### src/rtl/cpu_pkg.sv
//------------------------------------------------------------------------------
// Module : cpu_pkg
// Brief  : Opcodes, sequencer state type and width defaults shared between the
//          opcode decoder and the instruction sequencer.
// Rev    : 1.0
//------------------------------------------------------------------------------
`default_nettype none

package cpu_pkg;

  localparam int CNT_W_DEFAULT = 32;
  localparam int OP_W_DEFAULT  = 4;

  localparam logic [3:0] OP_ADD = 4'b0000;
  localparam logic [3:0] OP_SUB = 4'b0001;
  localparam logic [3:0] OP_AND = 4'b0010;
  localparam logic [3:0] OP_ORR = 4'b0011;
  localparam logic [3:0] OP_LSL = 4'b0100;
  localparam logic [3:0] OP_CMP = 4'b0101;
  localparam logic [3:0] OP_SET = 4'b0110;
  localparam logic [3:0] OP_LDR = 4'b0111;
  localparam logic [3:0] OP_STR = 4'b1000;
  localparam logic [3:0] OP_B   = 4'b1001;
  localparam logic [3:0] OP_BEQ = 4'b1010;
  localparam logic [3:0] OP_BGE = 4'b1011;

  typedef enum logic [2:0] {
    S_IDLE   = 3'd0,
    S_FETCH  = 3'd1,
    S_DECODE = 3'd2,
    S_EXEC   = 3'd3,
    S_MEM    = 3'd4,
    S_WB     = 3'd5
  } seq_state_t;

endpackage

`default_nettype wire

### src/rtl/instr_sequencer.sv
//------------------------------------------------------------------------------
// Module : instr_sequencer
// Brief  : Multi-cycle fetch/decode/execute/memory/writeback sequencer that
//          drives datapath enables and memory handshakes.
// Rev    : 1.0
//------------------------------------------------------------------------------
`default_nettype none

module instr_sequencer
  import cpu_pkg::*;
#(
  parameter int CNT_W = CNT_W_DEFAULT,
  parameter int OP_W  = OP_W_DEFAULT
) (
  input  logic             clk,
  input  logic             rst,
  input  logic             run,
  input  logic [OP_W-1:0]  opcode,
  input  logic             flag_z,
  input  logic             flag_n,
  output logic             imem_req,
  input  logic             imem_ack,
  output logic             dmem_req,
  output logic             dmem_we,
  input  logic             dmem_ack,
  output logic             ir_en,
  output logic             pc_en,
  output logic             pc_sel,
  output logic             rf_we,
  output logic             flags_we,
  output logic             busy,
  output logic [CNT_W-1:0] instr_count
);

  seq_state_t       r_state;
  seq_state_t       w_nextState;
  logic [CNT_W-1:0] r_instrCount;
  logic             w_retire;
  logic [3:0]       w_op;
  logic             w_isMemOp;

  assign w_op        = opcode[3:0];
  assign w_isMemOp   = (w_op == OP_LDR) || (w_op == OP_STR);
  assign instr_count = r_instrCount;

  always_ff @(posedge clk) begin
    if (rst) begin
      r_state      <= S_IDLE;
      r_instrCount <= '0;
    end else begin
      r_state <= w_nextState;
      if (w_retire) begin
        r_instrCount <= r_instrCount + CNT_W'(1);
      end
    end
  end

  always_comb begin
    w_nextState = r_state;
    case (r_state)
      S_IDLE:   if (run) w_nextState = S_FETCH;
      S_FETCH:  if (imem_ack) w_nextState = S_DECODE;
      S_DECODE: w_nextState = S_EXEC;
      S_EXEC:   if (w_isMemOp) w_nextState = S_MEM;
      S_MEM:    if (dmem_ack && (w_op == OP_LDR)) w_nextState = S_WB;
      S_WB:     w_nextState = S_WB;
      default:  w_nextState = S_IDLE;
    endcase
    // Every retiring state funnels through here so run is only honoured at a boundary.
    if (w_retire) begin
      w_nextState = run ? S_FETCH : S_IDLE;
    end
  end

  always_comb begin
    imem_req = 1'b0;
    dmem_req = 1'b0;
    dmem_we  = 1'b0;
    ir_en    = 1'b0;
    pc_en    = 1'b0;
    pc_sel   = 1'b0;
    rf_we    = 1'b0;
    flags_we = 1'b0;
    w_retire = 1'b0;
    busy     = (r_state != S_IDLE);
    case (r_state)
      S_FETCH: begin
        imem_req = 1'b1;
        ir_en    = imem_ack;
      end
      S_EXEC: begin
        if (!w_isMemOp) begin
          pc_en    = 1'b1;
          w_retire = 1'b1;
          case (w_op)
            OP_CMP:  flags_we = 1'b1;
            OP_B:    pc_sel   = 1'b1;
            OP_BEQ:  pc_sel   = flag_z;
            OP_BGE:  pc_sel   = ~flag_n;
            // Remaining low opcodes are ALU/SET; 1100-1111 are NOPs.
            default: rf_we    = (w_op < 4'b1000);
          endcase
        end
      end
      S_MEM: begin
        dmem_req = 1'b1;
        dmem_we  = (w_op == OP_STR);
        if (dmem_ack && (w_op == OP_STR)) begin
          pc_en    = 1'b1;
          w_retire = 1'b1;
        end
      end
      S_WB: begin
        rf_we    = 1'b1;
        pc_en    = 1'b1;
        w_retire = 1'b1;
      end
      default: ;
    endcase
  end

endmodule

`default_nettype wire
### config.mk
export PLATFORM = sky130hd
export DESIGN_NAME = instr_sequencer
export DESIGN_NICKNAME = d
export VERILOG_FILES = /design/src/rtl/cpu_pkg.sv /design/src/rtl/instr_sequencer.sv
export SDC_FILE = /design/constraint.sdc
export NUM_CORES = 1
export LEC_CHECK = 0
export CELL_PAD_IN_SITES_DETAIL_PLACEMENT = 1
export CELL_PAD_IN_SITES_GLOBAL_PLACEMENT = 1
export CORE_MARGIN = 8
export CORE_UTILIZATION = 37
export CTS_CLUSTER_DIAMETER = 120
export DETAILED_ROUTE_END_ITERATION = 7
export HOLD_SLACK_MARGIN = 0.15
export PLACE_DENSITY_LB_ADDON = 0.1
export SYNTH_ARGS = -nofsm -noshare
export SYNTH_HDL_FRONTEND = slang
export SYNTH_SLANG_ARGS = --single-unit
export TNS_END_PERCENT = 10
### constraint.sdc
create_clock -name clk -period 3.2 [get_ports clk]
set_input_delay 0.48 -clock clk [delete_from_list [all_inputs] [get_ports clk]]
set_output_delay 0.48 -clock clk [all_outputs]
set_load 0.02 [all_outputs]
==> metrics.md <==
| Metric | Value |
|---|---|
| Distinct cell type count of the synthesized netlist | 41 |
| Reg2reg end | instr_count[28] |
| TritonCTS buffer count | 5 |
| Worst-case headroom to the max-slew limit | 0.405 |
| Std-Cell Core Area | roughly 0.0048 sq mm |
| Number of DRC markers after the initial detailed-route iteration | a little under 50 |
| Post-synthesis cell type with the largest combined area | dfxtp_1 |
| Grt ovf | 0 |
| Length of routed met3 wiring | around 330 um |
| Global-route wire length before repair | approximately 8.9 mm |
| Cell Rows | 25 |
| RSZ-0062 raised after global routing | false |
| Clock tree sinks | 35 |
| Vias in the first global route | ~1900 |
| Final number of max-transition violations | 0 |
| Standby leakage power | 0.000809 uW |
| Arrival time at the worst endpoint | 2.50 ns |
| Required time at the endpoint of the critical path | between 2 and 3 ns |
| Area growth from synthesis to final layout | 36.9% |
| Count of yosys warnings during synthesis | 0 |
| Max Fclk | 336 MHz |
| Register-to-register setup slack | ~0.82 ns |
| Final wirelength | just over 5 mm |
| Combinational family with the most area after synthesis | simple AND/OR/NAND/NOR gates |
| Register bit total from synthesis | 35 |
| Clock slew at reported path FFs | around 0.07 ns |
| Sequential element share of the synthesized area | 0.384 |
| Half-perimeter wire length after placement | about 3.9 mm |
| Final worst path period need | just under 3 ns |
| Critical path class | in -> out |
| Cell at the root of the clock tree | clkbuf_8 |
| Detailed route wirelength on metal2 | about 2.5 mm |
| Synth Instances | between 200 and 250 |
| Area share of and/or/nand/nor cells after synthesis | 0.262 |
| Final antenna-violating net count | 0 |
| Antenna diode count | 0 |
| TritonCTS clock tree | yes |
| Die width | approximately 86 um |
| EDFF count, synth | 0 |
| Initial antenna violation count | 0 |
| Fraction of synthesized cell area taken by the top area cell type | 0.384 |
| Share of cell area taken by muxes after synthesis | 0.00617 |
| Hold_buf cts | 0 |
| Global placer's final weighted congestion | roughly 0.75 |
| Detailed-route wire length per cell | 15.6 um |
| Count of buffers from port buffering | 51 |
| Kind of end point of the critical path | output pin |
| Worst hold path type | reg -> reg |
| Worst Setup Slack post-DPL | between 0.15 and 0.2 ns |
| Final number of setup-violating endpoints | 0 |
| Main area contributors after synthesis | dfxtp_1 38%, xor2_1 6.2%, a21oi_1 5.8%, o31ai_1 4.5%, or4_1 4.1% |
| Max Buffers Root-to-Sink | 2 |
| Synth Area in Compound Gates | 0.218 |
| Worst Clk Skew | slightly below 0.007 ns |
| Die area | about 0.0074 sq mm |
| End point of the critical path | pc_en |
| Launching element of the worst setup path | opcode[0] |
| Final sum of negative setup slack | 0 ns |
| Maximum vdd drop | roughly 0.34 mV |
| Die Ht | 86.2 um |
| Post-cts repair resize count | 0 |
| Primary FF master, synth | dfxtp_1 |
| Cell area after synthesis | between 0.0015 and 0.002 sq mm |
| Outcome | complete, no violations |
| Number of iterations in the first detailed-routing pass | 4 |
| H-tree Lvls | 2 |
| Worst-path maximum fanout | 6 |
| Number of filler cells placed in the layout | ~570 |
| Arithmetic-cell share of the synthesized area counting full adders, half adders and majority gates | 0.00686 |
| Cell depth of the worst flop-to-flop path | 6 |
| Final cycle utilization of the critical path | 0.930 |
| Avg Inst Size Synth | 8.48 sq um |
| Top layer in use | met4 |
| Slew of the pin with the lowest slew margin | about 0.89 ns |
| PwrDens | ~400 mW/mm^2 |
| List of most frequent post-synthesis cells | 35 x dfxtp_1, 21 x a21oi_1, 19 x nor2_1 |
| Parity-gate share of the synthesized area counting xor and xnor cells | 0.0720 |
| Nature of the critical path startpoint | primary input |
| Wire length on met1 | between 2 and 2.5 mm |
| Number of setup buffers added after CTS | 0 |
| Launch instance of the worst register-to-register path | r_state[0] |
| Final hold violation count | 0 |
| Residual DRC count | 0 |
| Number of maximum-capacitance violations | 0 |
| Vias after detailed routing | between 1500 and 2000 |
| Effective utilization at floorplan | 0.384 |
| Number of primary I/O pins | between 50 and 60 |
| Post-detailed-route via-to-cell ratio | ~5.5 |
| Final setup slack of the worst path | 0.224 ns |
| Insertion delay of the later-clocked pin in the worst-skew pair | roughly 0.29 ns |
| All-layer global routing usage | 0.145 |
| Cell with the most instances after synthesis | dfxtp_1 |
| Final #Nets | approximately 280 |
| Share of flip-flops with an asynchronous set or reset after synthesis | 0 |
| Net Count, Synth | between 200 and 250 |
| Share of post-route cells with drive strength above 1 | 0.0755 |
| Pin count of the biggest net entering global routing | 17 |
-- through the flow --
stage	std cells	hold slack, ns	util	total power [uW]	cell area [sq um]
after floorplan	215	0.551	-	580	1820
after global placement	324	0.475	0.503	652	2390
after detailed placement	324	0.488	0.503	655	2390
after CTS	332	0.501	0.525	1020	2500
after global routing	332	0.524	0.525	1060	2500
final	332	0.501	0.525	1010	2500
-- placed cells by master (no fill, tap or decap), types with 2 or more instances in the layout --
cell type / Yosys / routed
a21oi_1: 21 / 21
and2_1: 2 / 2
and3_1: 6 / 6
and4_1: 5 / 5
buf_4: 0 / 6
clkbuf_8: 0 / 7
clkdlybuf4s50_1: 0 / 51
dfxtp_1: 35 / 35
inv_1: 6 / 6
nand2_1: 10 / 10
nand3_1: 6 / 6
nand3b_1: 2 / 2
nor2_1: 19 / 19
nor2b_1: 3 / 3
nor3_1: 3 / 3
nor4b_1: 2 / 2
o2111ai_1: 5 / 5
o211ai_1: 7 / 7
o21ai_0: 7 / 7
o21ai_1: 2 / 2
o31ai_1: 11 / 11
or3_1: 7 / 7
or4_1: 10 / 10
xnor2_1: 2 / 2
xor2_1: 13 / 13
-- worst min-delay path by stage --
stage / endpoint / cells after the start / slack [ns] / startpoint
after floorplan: instr_count[1] / 2 / 0.55 / instr_count[1]
after global placement: instr_count[31] / 2 / 0.47 / instr_count[31]
after detailed placement: instr_count[31] / 2 / 0.49 / instr_count[31]
after CTS: instr_count[31] / 2 / 0.50 / instr_count[31]
after global routing: instr_count[25] / 2 / 0.52 / instr_count[25]
final: instr_count[31] / 2 / 0.50 / instr_count[31]
-- cells by family (layout without fill, tap and decap cells) --
| family | after synthesis | in the layout |
|---|---|---|
| AOI/OAI and AO/OA | 60 | 60 |
| xor gates and xnor gates | 15 | 15 |
| adders and majority gates | 1 | 1 |
| buffers and inverters | 21 | 71 |
| DFF | 35 | 35 |
| muxes | 1 | 1 |
| and+or+nand+nor | 82 | 82 |
-- final cells by class --
| class | instances | area [sq um] | share of cell area |
|---|---|---|---|
| Clock buffer | 7 | 96.3 | 0.0386 |
| Clock inverter | 1 | 7.51 | 0.00301 |
| Inverter | 6 | 22.5 | 0.00902 |
| Multi-Input combinational cell | 159 | 1030 | 0.413 |
| Sequential cell | 35 | 701 | 0.281 |
| Tap cell | 67 | 83.8 | 0.0336 |
| Timing Repair Buffer | 57 | 556 | 0.222 |
-- sequential cells by signal, summed over array words and instances, names as in the netlist --
signal	flops
r_state	3
instr_count	32
-- metal layers --
metal / up-vias / track usage
met1: 871 / 0.176
met3: 4 / 0.0520
met2: 37 / 0.234
met4: 0 / 0.0454
met5: - / 0
li1: 899 / -
-- report_power, final --
part | internal, uW | total, uW | switching, uW
registers | 446 | 470 | 23.9
logic | 84.3 | 172 | 88.2
clock network | 196 | 364 | 168
total | 726 | 1010 | 280
-- critical path, stage by stage --
cell	delay [ns]
clkdlybuf4s50_1	0.48
or4b_4	0.59
o22ai_4	0.12
nor2_1	0.07
inv_1	0.13
clkdlybuf4s50_1	0.63
Note: power is estimated with default switching activity, not from simulation.
